$ cat config.mk
export PLATFORM = sky130hd
export DESIGN_NAME = wb_initiator
export DESIGN_NICKNAME = d
export VERILOG_FILES = /design/src/rtl/wb_initiator.sv
export SDC_FILE = /design/constraint.sdc
export NUM_CORES = 1
export LEC_CHECK = 0
export ABC_AREA = 1
export CAP_MARGIN = 0
export CORE_UTILIZATION = 45
export CTS_BUF_LIST = sky130_fd_sc_hd__clkbuf_2 sky130_fd_sc_hd__clkbuf_4 sky130_fd_sc_hd__clkbuf_8
export CTS_CLUSTER_SIZE = 10
export DETAILED_ROUTE_END_ITERATION = 16
export GPL_TIMING_DRIVEN = 0
export PLACE_DENSITY = 0.95
export SLEW_MARGIN = 20
export SYNTH_ARGS = -nofsm -noshare
export SYNTH_HDL_FRONTEND = slang
export SYNTH_SLANG_ARGS = --single-unit
$ cat constraint.sdc
create_clock -name clk_i -period 3 [get_ports clk_i]
set_input_delay 0.75 -clock clk_i [delete_from_list [all_inputs] [get_ports clk_i]]
set_output_delay 0.75 -clock clk_i [all_outputs]
set_load 0.05 [all_outputs]
$ cat src/rtl/wb_initiator.sv
// -----------------------------------------------------------------------------
// wb_initiator
//
// Single-outstanding Wishbone B4 pipelined initiator. Each command accepted on
// the req_* valid/ready stream becomes exactly one Wishbone bus cycle. When
// the cycle ends, a status/data response is presented on rsp_*.
//
// Optional feature macro: WB_INITIATOR_TIMEOUT_EN
//   When defined, a 16-bit watchdog aborts a bus cycle that has not terminated
//   within TIMEOUT_CYCLES clocks and reports status 2'b10.
//   When undefined, the block waits indefinitely for a termination.
//
// Parameters
//   ADDR_WIDTH     : width of req_adr_i / wb_adr_o
//   MAX_RETRY      : re-issues allowed after wb_rty_i (0..15)
//   TIMEOUT_CYCLES : watchdog limit in clocks (1..65535), macro builds only
//
// Ports
//   clk_i, rst_n_i              : clock, asynchronous active-low reset
//   req_valid_i / req_ready_o   : command handshake
//   req_we_i, req_adr_i,
//   req_dat_i, req_sel_i        : command fields (write flag, address, data, selects)
//   rsp_valid_o / rsp_ready_i   : response handshake
//   rsp_dat_o, rsp_status_o     : read data (0 for writes / failures), status
//                                 00 ok, 01 err, 10 timeout, 11 retry exhausted
//   wb_cyc_o, wb_stb_o, wb_we_o,
//   wb_adr_o, wb_sel_o, wb_dat_o: Wishbone initiator outputs (all registered)
//   wb_ack_i, wb_err_i, wb_rty_i,
//   wb_stall_i, wb_dat_i        : Wishbone responder inputs
// -----------------------------------------------------------------------------
module wb_initiator #(
  parameter int ADDR_WIDTH     = 32,
  parameter int MAX_RETRY      = 3,
  parameter int TIMEOUT_CYCLES = 255
) (
  input  logic                  clk_i,
  input  logic                  rst_n_i,
  input  logic                  req_valid_i,
  output logic                  req_ready_o,
  input  logic                  req_we_i,
  input  logic [ADDR_WIDTH-1:0] req_adr_i,
  input  logic [31:0]           req_dat_i,
  input  logic [3:0]            req_sel_i,
  output logic                  rsp_valid_o,
  input  logic                  rsp_ready_i,
  output logic [31:0]           rsp_dat_o,
  output logic [1:0]            rsp_status_o,
  output logic                  wb_cyc_o,
  output logic                  wb_stb_o,
  output logic                  wb_we_o,
  output logic [ADDR_WIDTH-1:0] wb_adr_o,
  output logic [3:0]            wb_sel_o,
  output logic [31:0]           wb_dat_o,
  input  logic                  wb_ack_i,
  input  logic                  wb_err_i,
  input  logic                  wb_rty_i,
  input  logic                  wb_stall_i,
  input  logic [31:0]           wb_dat_i
);

  // Reject out-of-range parameter values at elaboration; no hardware results.
  if (MAX_RETRY < 0 || MAX_RETRY > 15 || TIMEOUT_CYCLES < 1 || TIMEOUT_CYCLES > 65535) begin : g_param_check
    $error("wb_initiator: MAX_RETRY or TIMEOUT_CYCLES out of range");
  end

  localparam logic [3:0] MAX_RETRY_L = 4'(MAX_RETRY);

  typedef enum logic [1:0] {IDLE, ADDR, WAIT, RESP} state_t;

  state_t     state_reg;
  logic [3:0] retry_reg;

  // A termination only counts once the strobe has been accepted (ADDR with
  // no stall) or while waiting for the response (WAIT).
  logic live;
  logic term_any;
  logic retry_ok;

  always_comb begin
    live     = ((state_reg == ADDR) && !wb_stall_i) || (state_reg == WAIT);
    term_any = live && (wb_err_i || wb_rty_i || wb_ack_i);
    retry_ok = (retry_reg < MAX_RETRY_L);
  end

`ifdef WB_INITIATOR_TIMEOUT_EN
  logic [15:0] wd_reg;
  logic [15:0] wd_next;
  logic        wd_expired;

  always_comb begin
    wd_next    = wd_reg + 16'd1;
    wd_expired = (wd_next == 16'(TIMEOUT_CYCLES));
  end
`endif

  assign req_ready_o = (state_reg == IDLE);

  always_ff @(posedge clk_i or negedge rst_n_i) begin
    if (!rst_n_i) begin
      state_reg    <= IDLE;
      retry_reg    <= 4'd0;
      wb_cyc_o     <= 1'b0;
      wb_stb_o     <= 1'b0;
      wb_we_o      <= 1'b0;
      wb_adr_o     <= '0;
      wb_sel_o     <= 4'd0;
      wb_dat_o     <= 32'd0;
      rsp_valid_o  <= 1'b0;
      rsp_dat_o    <= 32'd0;
      rsp_status_o <= 2'b00;
`ifdef WB_INITIATOR_TIMEOUT_EN
      wd_reg       <= 16'd0;
`endif
    end else begin
      case (state_reg)
        IDLE: begin
          if (req_valid_i) begin
            wb_we_o   <= req_we_i;
            wb_adr_o  <= req_adr_i;
            wb_dat_o  <= req_dat_i;
            wb_sel_o  <= req_sel_i;
            retry_reg <= 4'd0;
            wb_cyc_o  <= 1'b1;
            wb_stb_o  <= 1'b1;
            state_reg <= ADDR;
`ifdef WB_INITIATOR_TIMEOUT_EN
            wd_reg    <= 16'd0;
`endif
          end
        end

        ADDR, WAIT: begin
`ifdef WB_INITIATOR_TIMEOUT_EN
          // Counts through retries; only a fresh command clears it.
          wd_reg <= wd_next;
`endif
          if (term_any) begin
            if (wb_err_i) begin
              wb_cyc_o     <= 1'b0;
              wb_stb_o     <= 1'b0;
              rsp_valid_o  <= 1'b1;
              rsp_status_o <= 2'b01;
              rsp_dat_o    <= 32'd0;
              state_reg    <= RESP;
            end else if (wb_rty_i) begin
              if (retry_ok) begin
                // Keep the cycle open and re-present the strobe.
                retry_reg <= retry_reg + 4'd1;
                wb_stb_o  <= 1'b1;
                state_reg <= ADDR;
              end else begin
                wb_cyc_o     <= 1'b0;
                wb_stb_o     <= 1'b0;
                rsp_valid_o  <= 1'b1;
                rsp_status_o <= 2'b11;
                rsp_dat_o    <= 32'd0;
                state_reg    <= RESP;
              end
            end else begin
              wb_cyc_o     <= 1'b0;
              wb_stb_o     <= 1'b0;
              rsp_valid_o  <= 1'b1;
              rsp_status_o <= 2'b00;
              rsp_dat_o    <= wb_we_o ? 32'd0 : wb_dat_i;
              state_reg    <= RESP;
            end
`ifdef WB_INITIATOR_TIMEOUT_EN
          end else if (wd_expired) begin
            wb_cyc_o     <= 1'b0;
            wb_stb_o     <= 1'b0;
            rsp_valid_o  <= 1'b1;
            rsp_status_o <= 2'b10;
            rsp_dat_o    <= 32'd0;
            state_reg    <= RESP;
`endif
          end else if (live) begin
            // Strobe accepted without termination: wait for the response.
            wb_stb_o  <= 1'b0;
            state_reg <= WAIT;
          end
        end

        RESP: begin
          if (rsp_ready_i) begin
            rsp_valid_o <= 1'b0;
            state_reg   <= IDLE;
          end
        end

        default: state_reg <= IDLE;
      endcase
    end
  end

endmodule
[After elaboration in Yosys (flattened, before gate mapping)]
Cells that the tools add are included.
Operators by class
  add/subtract/negate cells: 1
  order comparisons: 1
  eq/ne operators: 12
  multiplexer cells: 39
  reduce and logical (&&, ||, !) cells: 17
Operator list (count)
  32-bit 2-to-1 mux: 4
  2-bit 2-to-1 mux: 10
  4-bit 2-to-1 mux: 5
  1-bit 2-to-1 mux: 15
  2-bit inequality test, second input constant: 6
  3-bit AND reduction: 3
  4-bit case mux with 2 select lines: 1
  4-bit AND reduction: 2
  3-bit inequality test, second input constant: 2
  1-bit case mux with 2 select lines: 3
  2-bit case mux with 3 select lines: 1
  6-bit AND reduction: 1
  4-bit by 1-bit adder with 4-bit output, second input constant: 1
  2-bit equality test, second input constant: 2
  4-bit by 2-bit less-than comparator with 1-bit output, second input constant: 1
  4-bit inequality test, second input constant: 1
  2-bit nonzero test: 2
  1-bit logical OR: 3
  2-bit by 1-bit equality test with 1-bit output, second input constant: 1
  1-bit logical AND: 2
  2-bit logical NOT: 1
  2-bit AND reduction: 1
  2-bit OR reduction: 1
  1-bit logical NOT: 1
Storage, ports and cells
  bits in registers: 112
  input port bits: 109
  output and inout port bits: 107
  logic and storage cells: 81

[Logic depth before layout (Yosys ltp)]
Gate-level depths: netlist of the first run.
  word-level depth: 6
  mapped depth: 9
  gate-level depth less buffers: 9

[Worst setup path before layout of the first run]
OpenSTA, ideal clock, no wires.
  path type: register to register
  start point: register state_reg[0]
  end point: register wb_dat_o[17]
  setup time: 0.125 ns
  data arrival time: 1.814 ns
  data required time: 2.875 ns
  slack: 1.062 ns
  stages on the path, launching flop included: 7
  path buffers: 2
  period minus slack after synthesis: 1.938 ns
  cell sequence: dfrtp_1 -> inv_1 -> ha_1 -> nand2_1 -> buf_2 -> buf_6 -> mux2_2
Between the ends
  longest elaborated chain between the ends: 2
Ends and longest elaborated chain
  from (decl): line 70  | state_t state_reg;
  from (signal assigned): line 100  | state_reg <= IDLE;
  from (signal assigned): line 125  | state_reg <= ADDR;
  from (signal assigned): line 144  | state_reg <= RESP;
  2-bit logical NOT
  via req_ready_o: line 39  | output logic req_ready_o,
  2-bit AND reduction (no line)
  to (signal assigned): line 120  | wb_dat_o <= req_dat_i;
  to (decl): line 53  | output logic [31:0] wb_dat_o,
The timed path passes the listed nets, and every way through them passes these cells.
A chain may end at the register's enable or synchronous reset.

[Final worst setup path of the first run]
  start point: register state_reg[0]
  end point: output req_ready_o
Between the ends
  longest elaborated chain between the ends: 1
Ends and longest elaborated chain
  2-bit logical NOT: line 96  | assign req_ready_o = (state_reg == IDLE);
  to (decl): line 39
Every way passes these cells.

==> impl_metrics.json, run 1 <==
{
  "preCtsSetupSlack_ns": 0.605,
  "core_um2": 9730,
  "cp_max_fo": 4,
  "drt_iter0_markers": 95,
  "die-area_um2": 10400,
  "route.detailed.wl_per_inst_um": 15.8,
  "dr.pass1.iters": 5,
  "synth_nets": 485,
  "met1_usage_pct": 25.1,
  "use_met2_pct": 39.2,
  "cp.arrival_ns": 1.96,
  "routed_wl_um": 11600,
  "start_util_pct": 46.0,
  "crit_chain": "inv_1, ha_1, clkdlybuf4s50_1",
  "finalHoldViolCount": 0,
  "root_buffer": "clkbuf_8",
  "die_x_um": 102,
  "cts_setup_buffers": 0,
  "cpMaxStageDelayCell": "clkdlybuf4s50_1",
  "cap_viol_max_count": 0,
  "final_antenna_net_count": 0,
  "yosysSeqAreaShare_pct": 62.6,
  "drc": 0,
  "worstSetupPathType": "register to primary output",
  "yosys_warnings": 0,
  "critical-path-max-stage-delay_ns": 0.83,
  "fmax_ghz": 0.369,
  "port_buffers": 215,
  "top_regs": "rsp_dat_o: 32 flops, wb_adr_o: 32 flops, wb_dat_o: 32 flops",
  "tightestPinTransition_ns": 0.606,
  "timing.final.crit_share_pct": 90.4,
  "ios": 216,
  "gr-total-overflow": 0,
  "rsz0062_at_grt": "false",
  "final.setup.worst_slack_ns": 0.287,
  "fin_nets": 712,
  "reg2reg_slack_ns": 1.09,
  "crit_required_ns": 2.25,
  "r2r-start": "state_reg[0]",
  "cts_tree": "built",
  "layout_commonest_cell": "clkdlybuf4s50_1",
  "finalSetupViolCount": 0,
  "final_util_pct": 72.2,
  "cts.sinks": 112,
  "via_count": 3626,
  "first_global_vias": 3637,
  "fin_worst_skew_ns": 0.0123,
  "use_met3_pct": 5.31,
  "diodes": 0,
  "grt_max_degree": 66,
  "finalHoldWorstSlack_ns": 0.371,
  "status": "finished clean",
  "synthCells": 370,
  "start_kind": "register",
  "end_kind": "primary output",
  "synth_area_um2": 4480,
  "busiest_layer": "met2",
  "ctsHoldBuffers": 0,
  "clock_latency_ns": 0.36,
  "dpl.hpwl_um": 8950,
  "cts_buffers": 9,
  "maxSlewViolCount": 0,
  "gp_congestion": 0.914,
  "r2r_end": "wb_dat_o[18]",
  "synthToLayoutAreaGrowth_pct": 57.0,
  "cts_max_path_buffers": 2,
  "grt_pass1_wl_um": 17200,
  "synth_seq_cells": 112,
  "cts-resized-gates": 0,
  "synth_cell_types": 23,
  "htree_num_levels": 3,
  "drive_gt1_share_pct": 18.1,
  "final_cell_mix": "clkdlybuf4s50_1, dfrtp_1, nand2_1, mux2_2, nand3_1",
  "slew_headroom_pct": 59.6,
  "die_h_um": 102,
  "hp-class": "primary input to asynchronous set/reset pin",
  "grt_use_total_pct": 22.0,
  "std_cell_rows": 36,
  "drt-vias-per-instance": 4.93,
  "antenna_found_initial": 0,
  "rr_worst_depth": 6,
  "clk_pin_slew_ns": 0.10,
  "avgSynthCellArea_um2": 12.1,
  "timing.final.crit_period_ns": 2.71
}
==> routing by layer <==
| metal | part of all wire [%] | wire (µm) | up-vias |
|---|---|---|---|
| li1 | - | - | 1675 |
| met2 | 52 | 6050 | 166 |
| met4 | 2.4 | 274 | 0 |
| met5 | 0 | 0 | - |
| met1 | 39 | 4490 | 1762 |
| met3 | 7.0 | 808 | 23 |
==> cell usage after synthesis <==
| master | count | share of area [%] |
|---|---|---|
| clkbuf_1 | 3 | 0.25 |
| nand3_2 | 1 | 0.22 |
| a21oi_1 | 2 | 0.22 |
| nand4_2 | 1 | 0.28 |
| nand2_2 | 2 | 0.28 |
| buf_6 | 1 | 0.25 |
| nor3_1 | 1 | 0.11 |
| o21ai_0 | 5 | 0.56 |
| ha_1 | 6 | 1.7 |
| nor2_1 | 10 | 0.84 |
| inv_1 | 13 | 1.1 |
| inv_2 | 1 | 0.084 |
| buf_2 | 10 | 1.1 |
| nor2_4 | 1 | 0.25 |
| dfrtp_1 | 112 | 63 |
| a2bb2oi_1 | 1 | 0.20 |
| nand2_1 | 86 | 7.2 |
| buf_4 | 3 | 0.50 |
| nand3_1 | 38 | 4.2 |
| nor3_2 | 1 | 0.22 |
| nor2_2 | 1 | 0.14 |
| mux2_2 | 69 | 17 |
| nand4_1 | 2 | 0.28 |
==> worst max-delay path, delay by kind of cell, from the launching register on <==
kind       cells  cell delay (ns)
buf+inv        2             0.95
flops          1             0.42
fa+ha+maj      1             0.24
==> cell families after synthesis <==
group | Yosys count | share of synthesized area (%)
compound gates | 8 | 0.978
fa+ha+maj | 6 | 1.68
buf+inv | 31 | 3.30
flops | 112 | 62.6
mux | 69 | 17.4
simple gates | 144 | 14.1
==> final cells by class <==
class	count	area, µm²
plain buffers	17	95.1
clock buffers	10	138
clock inverters	6	67.6
fillers	674	2700
inverters	14	52.6
multi-input cells	227	1530
flip-flops and latches	112	2800
well taps	133	166
repair buffers	216	2180
==> worst max-delay path by stage <==
stage | cells past startpoint | startpoint | to
after global routing | 3 | state_reg[0] | req_ready_o
final | 3 | state_reg[0] | req_ready_o
after global placement | 1 | rst_n_i | wb_adr_o[13]
after floorplan | 6 | state_reg[0] | wb_dat_o[17]
after CTS | 3 | state_reg[0] | req_ready_o
after detailed placement | 5 | req_valid_i | wb_dat_o[22]
==> through the flow <==
step                cells  instance area (µm²)  TNS [ns]
floorplan             370                 4480         0
global placement      718                 6800   -319.15
detailed placement    719                 6820         0
CTS                   735                 7030         0
global route          735                 7030         0
finish                735                 7030         0
Power of run 1 is not shown: default switching activity piles up to over one toggle a cycle in this logic, so the estimate is an artifact.
==> run 2: changes to the inputs <==
- REMOVE_ABC_BUFFERS: default -> 1
==> impl_metrics.json, run 2 (synthesis gave the netlist of run 1 again) <==
{
  "gr-total-overflow": 0,
  "multi_input_area_um2": 1540,
  "fin_nets": 697,
  "status": "finished, violations left",
  "seqPwrFrac_pct": 28.5,
  "final_antenna_net_count": 0,
  "die-area_um2": 10400,
  "routed_wl_um": 11900,
  "cts_setup_buffers": 0,
  "final_cells": 719,
  "cts_max_path_buffers": 2,
  "internal-power_mw": 4.63,
  "pwr-share-comb_pct": 62.9,
  "cts_buffers": 9,
  "cp.arrival_ns": 2.03,
  "seq_area_um2": 2800,
  "grt_max_degree": 63,
  "power_density_nw_per_um2": 1350,
  "finalSetupViolCount": 0,
  "diodes": 0,
  "grt_pass1_wl_um": 18300,
  "route.detailed.wl_per_inst_um": 16.6,
  "dr.pass1.iters": 10,
  "final_cell_mix": "clkdlybuf4s50_1, dfrtp_1, nand2_1, mux2_2, nand3_1",
  "tightestPinTransition_ns": 0.908,
  "r2r_end": "rsp_status_o[1]",
  "placed_cells": 704,
  "antenna_found_initial": 0,
  "rsz0062_at_grt": "false",
  "synthToLayoutAreaGrowth_pct": 55.2,
  "setup_tns_ns": 0,
  "rr_worst_depth": 4,
  "use_met2_pct": 42.2,
  "start_util_pct": 46.0,
  "cp_max_fo": 4,
  "via_count": 3547,
  "maxSlewViolCount": 0,
  "fin_worst_skew_ns": 0.0128,
  "finalHoldViolCount": 0,
  "std_cell_rows": 36,
  "power.net_switching_mw": 4.74,
  "drt_iter0_markers": 108,
  "first_global_vias": 3760,
  "clock_latency_ns": 0.36,
  "root_buffer": "clkbuf_8",
  "cap_viol_max_count": 0,
  "p_leak_nw": 3.13,
  "timing.final.crit_period_ns": 2.78,
  "core_um2": 9730,
  "drt-vias-per-instance": 4.93,
  "worstSetupPathType": "register to primary output",
  "htree_num_levels": 3,
  "top_regs": "rsp_dat_o: 32 flops, wb_adr_o: 32 flops, wb_dat_o: 32 flops",
  "cts.sinks": 112,
  "start_kind": "register",
  "ios": 216,
  "drive_gt1_share_pct": 16.6,
  "die_h_um": 102,
  "end_kind": "primary output",
  "switching_share_pct": 50.5,
  "use_met3_pct": 5.45,
  "crit_required_ns": 2.25,
  "clk_pin_slew_ns": 0.10,
  "hp-class": "primary input to asynchronous set/reset pin",
  "cts-resized-gates": 0,
  "grt_use_total_pct": 23.4,
  "dpl.hpwl_um": 9030,
  "clkPwrFrac_pct": 8.6,
  "cts_tree": "built",
  "port_buffers": 215,
  "ir_worst_vdd_uv": 881,
  "met1_usage_pct": 27.0,
  "busiest_layer": "met2",
  "timing.final.crit_share_pct": 92.8,
  "slew_headroom_pct": 39.3,
  "r2r-start": "state_reg[0]",
  "gp_congestion": 0.807,
  "violations": "DRC",
  "fmax_ghz": 0.359,
  "ctsHoldBuffers": 0,
  "drc": 1,
  "reg2reg_slack_ns": 0.64,
  "fill_cells": 693,
  "layout_commonest_cell": "clkdlybuf4s50_1",
  "die_x_um": 102
}
==> run 2: power groups by stage <==
stage	registers [mW]	logic [mW]	clock network, mW
global route	2.76	6.16	0.889
global placement	2.63	5.78	0
floorplan	5.21	1.30	0
CTS	2.67	5.92	0.842
finish	2.67	5.89	0.811
detailed placement	2.70	5.91	0
==> run 2: how the worst max path moves through the flow <==
stage                       startpoint               to  depth (start not counted)
final                     state_reg[0]      req_ready_o                          3
after global routing      state_reg[0]      req_ready_o                          3
after CTS                 state_reg[0]      req_ready_o                          3
after detailed placement      wb_err_i  rsp_status_o[1]                          5
after global placement         rst_n_i    rsp_dat_o[22]                          1
after floorplan           state_reg[0]      wb_adr_o[0]                          4
==> run 2: layout make-up <==
type	instances	share of cell area, %
Tap cell	133	2.39
Timing Repair Buffer	218	31.9
Multi-Input combinational cell	227	22.2
Sequential cell	112	40.3
Clock buffer	10	1.98
Clock inverter	5	0.486
Inverter	14	0.756
==> run 2: metal layers <==
metal | routed length [µm] | vias to the layer above
li1 | - | 1646
met1 | 4450 | 1754
met2 | 6480 | 126
met3 | 725 | 21
met4 | 258 | 0
met5 | 0 | -
==> run 2: critical path, stage by stage (launching register included) <==
cell	delay, ns
dfrtp_1	0.43
inv_1	0.12
ha_1	0.27
clkdlybuf4s50_1	0.84
==> run 2: metrics by stage <==
| stage | util, % | power (mW) | instance area, µm² | setup WS (ns) | hold slack (ns) |
|---|---|---|---|---|---|
| 2_1_floorplan | - | 6.51 | 4380 | -0.0880 | 0.437 |
| 3_3_place_gp | 68.9 | 8.41 | 6700 | -2.86 | 0.454 |
| 3_5_place_dp | 69.7 | 8.61 | 6780 | 0.137 | 0.461 |
| 4_1_cts | 71.4 | 9.44 | 6950 | 0.187 | 0.313 |
| 5_1_grt | 71.4 | 9.81 | 6950 | 0.117 | 0.324 |
| 6_report | 71.4 | 9.37 | 6950 | 0.215 | 0.313 |
(Power assumes the default switching activity.)
==> run 3: changes to the inputs <==
--- a/config.mk
+++ b/config.mk
@@ -9,2 +9,3 @@
 export CAP_MARGIN = 0
+export CORE_MARGIN = 2
 export CORE_UTILIZATION = 45
@@ -20 +21,2 @@
 export SYNTH_SLANG_ARGS = --single-unit
+export TNS_END_PERCENT = 10
--- a/constraint.sdc
+++ b/constraint.sdc
@@ -3,2 +3,2 @@
 set_output_delay 0.75 -clock clk_i [all_outputs]
-set_load 0.05 [all_outputs]
+set_load 0.005 [all_outputs]
==> impl_metrics.json, run 3 (synthesis gave the netlist of run 1 again) <==
{
  "status": "finished clean",
  "clock_latency_ns": 0.35,
  "start_util_pct": 46.0,
  "maxSlewViolCount": 0,
  "worstSetupPathType": "primary input to register",
  "cts.sinks": 112,
  "drive_gt1_share_pct": 16.7,
  "ir_worst_vdd_uv": 521,
  "final_antenna_net_count": 0,
  "die_h_um": 104,
  "stdcell_area_um2": 6960,
  "fin_worst_skew_ns": 0.0194,
  "clk_pin_slew_ns": 0.11,
  "timing.final.crit_share_pct": 84.6,
  "layout_commonest_cell": "clkdlybuf4s50_1",
  "drc": 0,
  "grt_pass1_wl_um": 18800,
  "cp_max_fo": 36,
  "cts-resized-gates": 0,
  "cp.arrival_ns": 2.76,
  "finalHoldViolCount": 0,
  "placed_area_um2": 6780,
  "p_leak_nw": 3.13,
  "gr-total-overflow": 0,
  "rsz0062_at_grt": "false",
  "slew_headroom_pct": 36.3,
  "cap_viol_max_count": 0,
  "final_cell_mix": "clkdlybuf4s50_1, dfrtp_1, nand2_1, mux2_2, nand3_1",
  "die-area_um2": 10800,
  "ios": 216,
  "grt_max_degree": 63,
  "finalSetupViolCount": 0,
  "grt_use_total_pct": 22.0,
  "fmax_ghz": 0.394,
  "dpl.hpwl_um": 9050,
  "port_buffers": 215,
  "tightestPinTransition_ns": 0.954,
  "crit_start": "wb_rty_i",
  "drt_iter0_markers": 134,
  "core_um2": 9730,
  "dr.pass1.iters": 4,
  "timing.final.crit_period_ns": 2.54,
  "diodes": 0,
  "crit_required_ns": 3.22,
  "synthToLayoutAreaGrowth_pct": 55.4,
  "end_kind": "register",
  "drt-vias-per-instance": 5.02,
  "root_buffer": "clkbuf_8",
  "cts_tree": "built",
  "power_density_nw_per_um2": 980,
  "htree_num_levels": 3,
  "routed_wl_um": 11800,
  "die_x_um": 104,
  "cts_setup_buffers": 0,
  "antenna_found_initial": 0,
  "r2r-start": "state_reg[0]",
  "hp-class": "primary input to asynchronous set/reset pin",
  "cts_max_path_buffers": 2,
  "ctsHoldBuffers": 0,
  "start_kind": "primary input",
  "via_count": 3617,
  "first_global_vias": 3825,
  "top_regs": "rsp_dat_o: 32 flops, wb_adr_o: 32 flops, wb_dat_o: 32 flops",
  "route.detailed.wl_per_inst_um": 16.4,
  "final_util_pct": 71.5,
  "cts_buffers": 9,
  "std_cell_rows": 36,
  "gp_congestion": 0.820,
  "finalHoldWorstSlack_ns": 0.314,
  "fin_nets": 697
}
## run 3: cell types whose count changed in the layout (fill, tap and decap cells not counted)
cell | previous run | this run
clkbuf_4 | 0 | 3
clkinv_2 | 2 | 0
clkbuf_8 | 10 | 9
clkinvlp_4 | 2 | 3
## run 3: per-stage QoR
| step | TNS [ns] | worst slack [ns] | power [mW] | std cells |
|---|---|---|---|---|
| finish | 0 | 0.461 | 6.81 | 720 |
| global route | 0 | 0.333 | 7.24 | 720 |
| CTS | 0 | 0.485 | 6.88 | 720 |
| detailed placement | 0 | 0.122 | 6.06 | 704 |
| global placement | -380.90 | -2.89 | 5.87 | 701 |
| floorplan | 0 | 0.237 | 3.98 | 353 |
## run 3: worst paths after layout
path | endpoint | slack [ns] | cells past startpoint
min reg2reg | retry_reg[2] | 0.48 | 2
min | rsp_dat_o[1] | 0.31 | 1
max | rsp_status_o[0] | 0.46 | 5
max reg2reg | rsp_status_o[0] | 0.62 | 4
min in group clk_i | retry_reg[2] | 0.48 | 2
max in group asynchronous | wb_adr_o[7] | 2.01 | 2
## run 3: worst max-delay path: stages
cell,delay (ns)
clkdlybuf4s50_1,0.56
nor2_1,0.09
nand2_1,0.12
nand4_2,0.75
o21ai_0,0.49
## run 3: per-layer routing
metal  vias to the layer above  track usage, %  routed length (µm)
met5                         -               0                   0
met4                         0            10.0                 354
met3                        26            5.10                 630
met2                       143            40.7                6450
met1                      1801            23.8                4400
li1                       1647               -                   -
## run 3: report_power, final
part / switching [mW] / internal, mW
registers: 0.405 / 2.26
logic: 1.28 / 2.06
clock network: 0.475 / 0.333
## run 3: area by class of cell
type,instances,area (µm²)
clock buffer,12,146
clock inverter,4,31.3
fill,704,2770
inverter,14,52.6
multi-input combinational,227,1540
sequential,112,2800
tap,133,166
timing repair buffer,218,2220
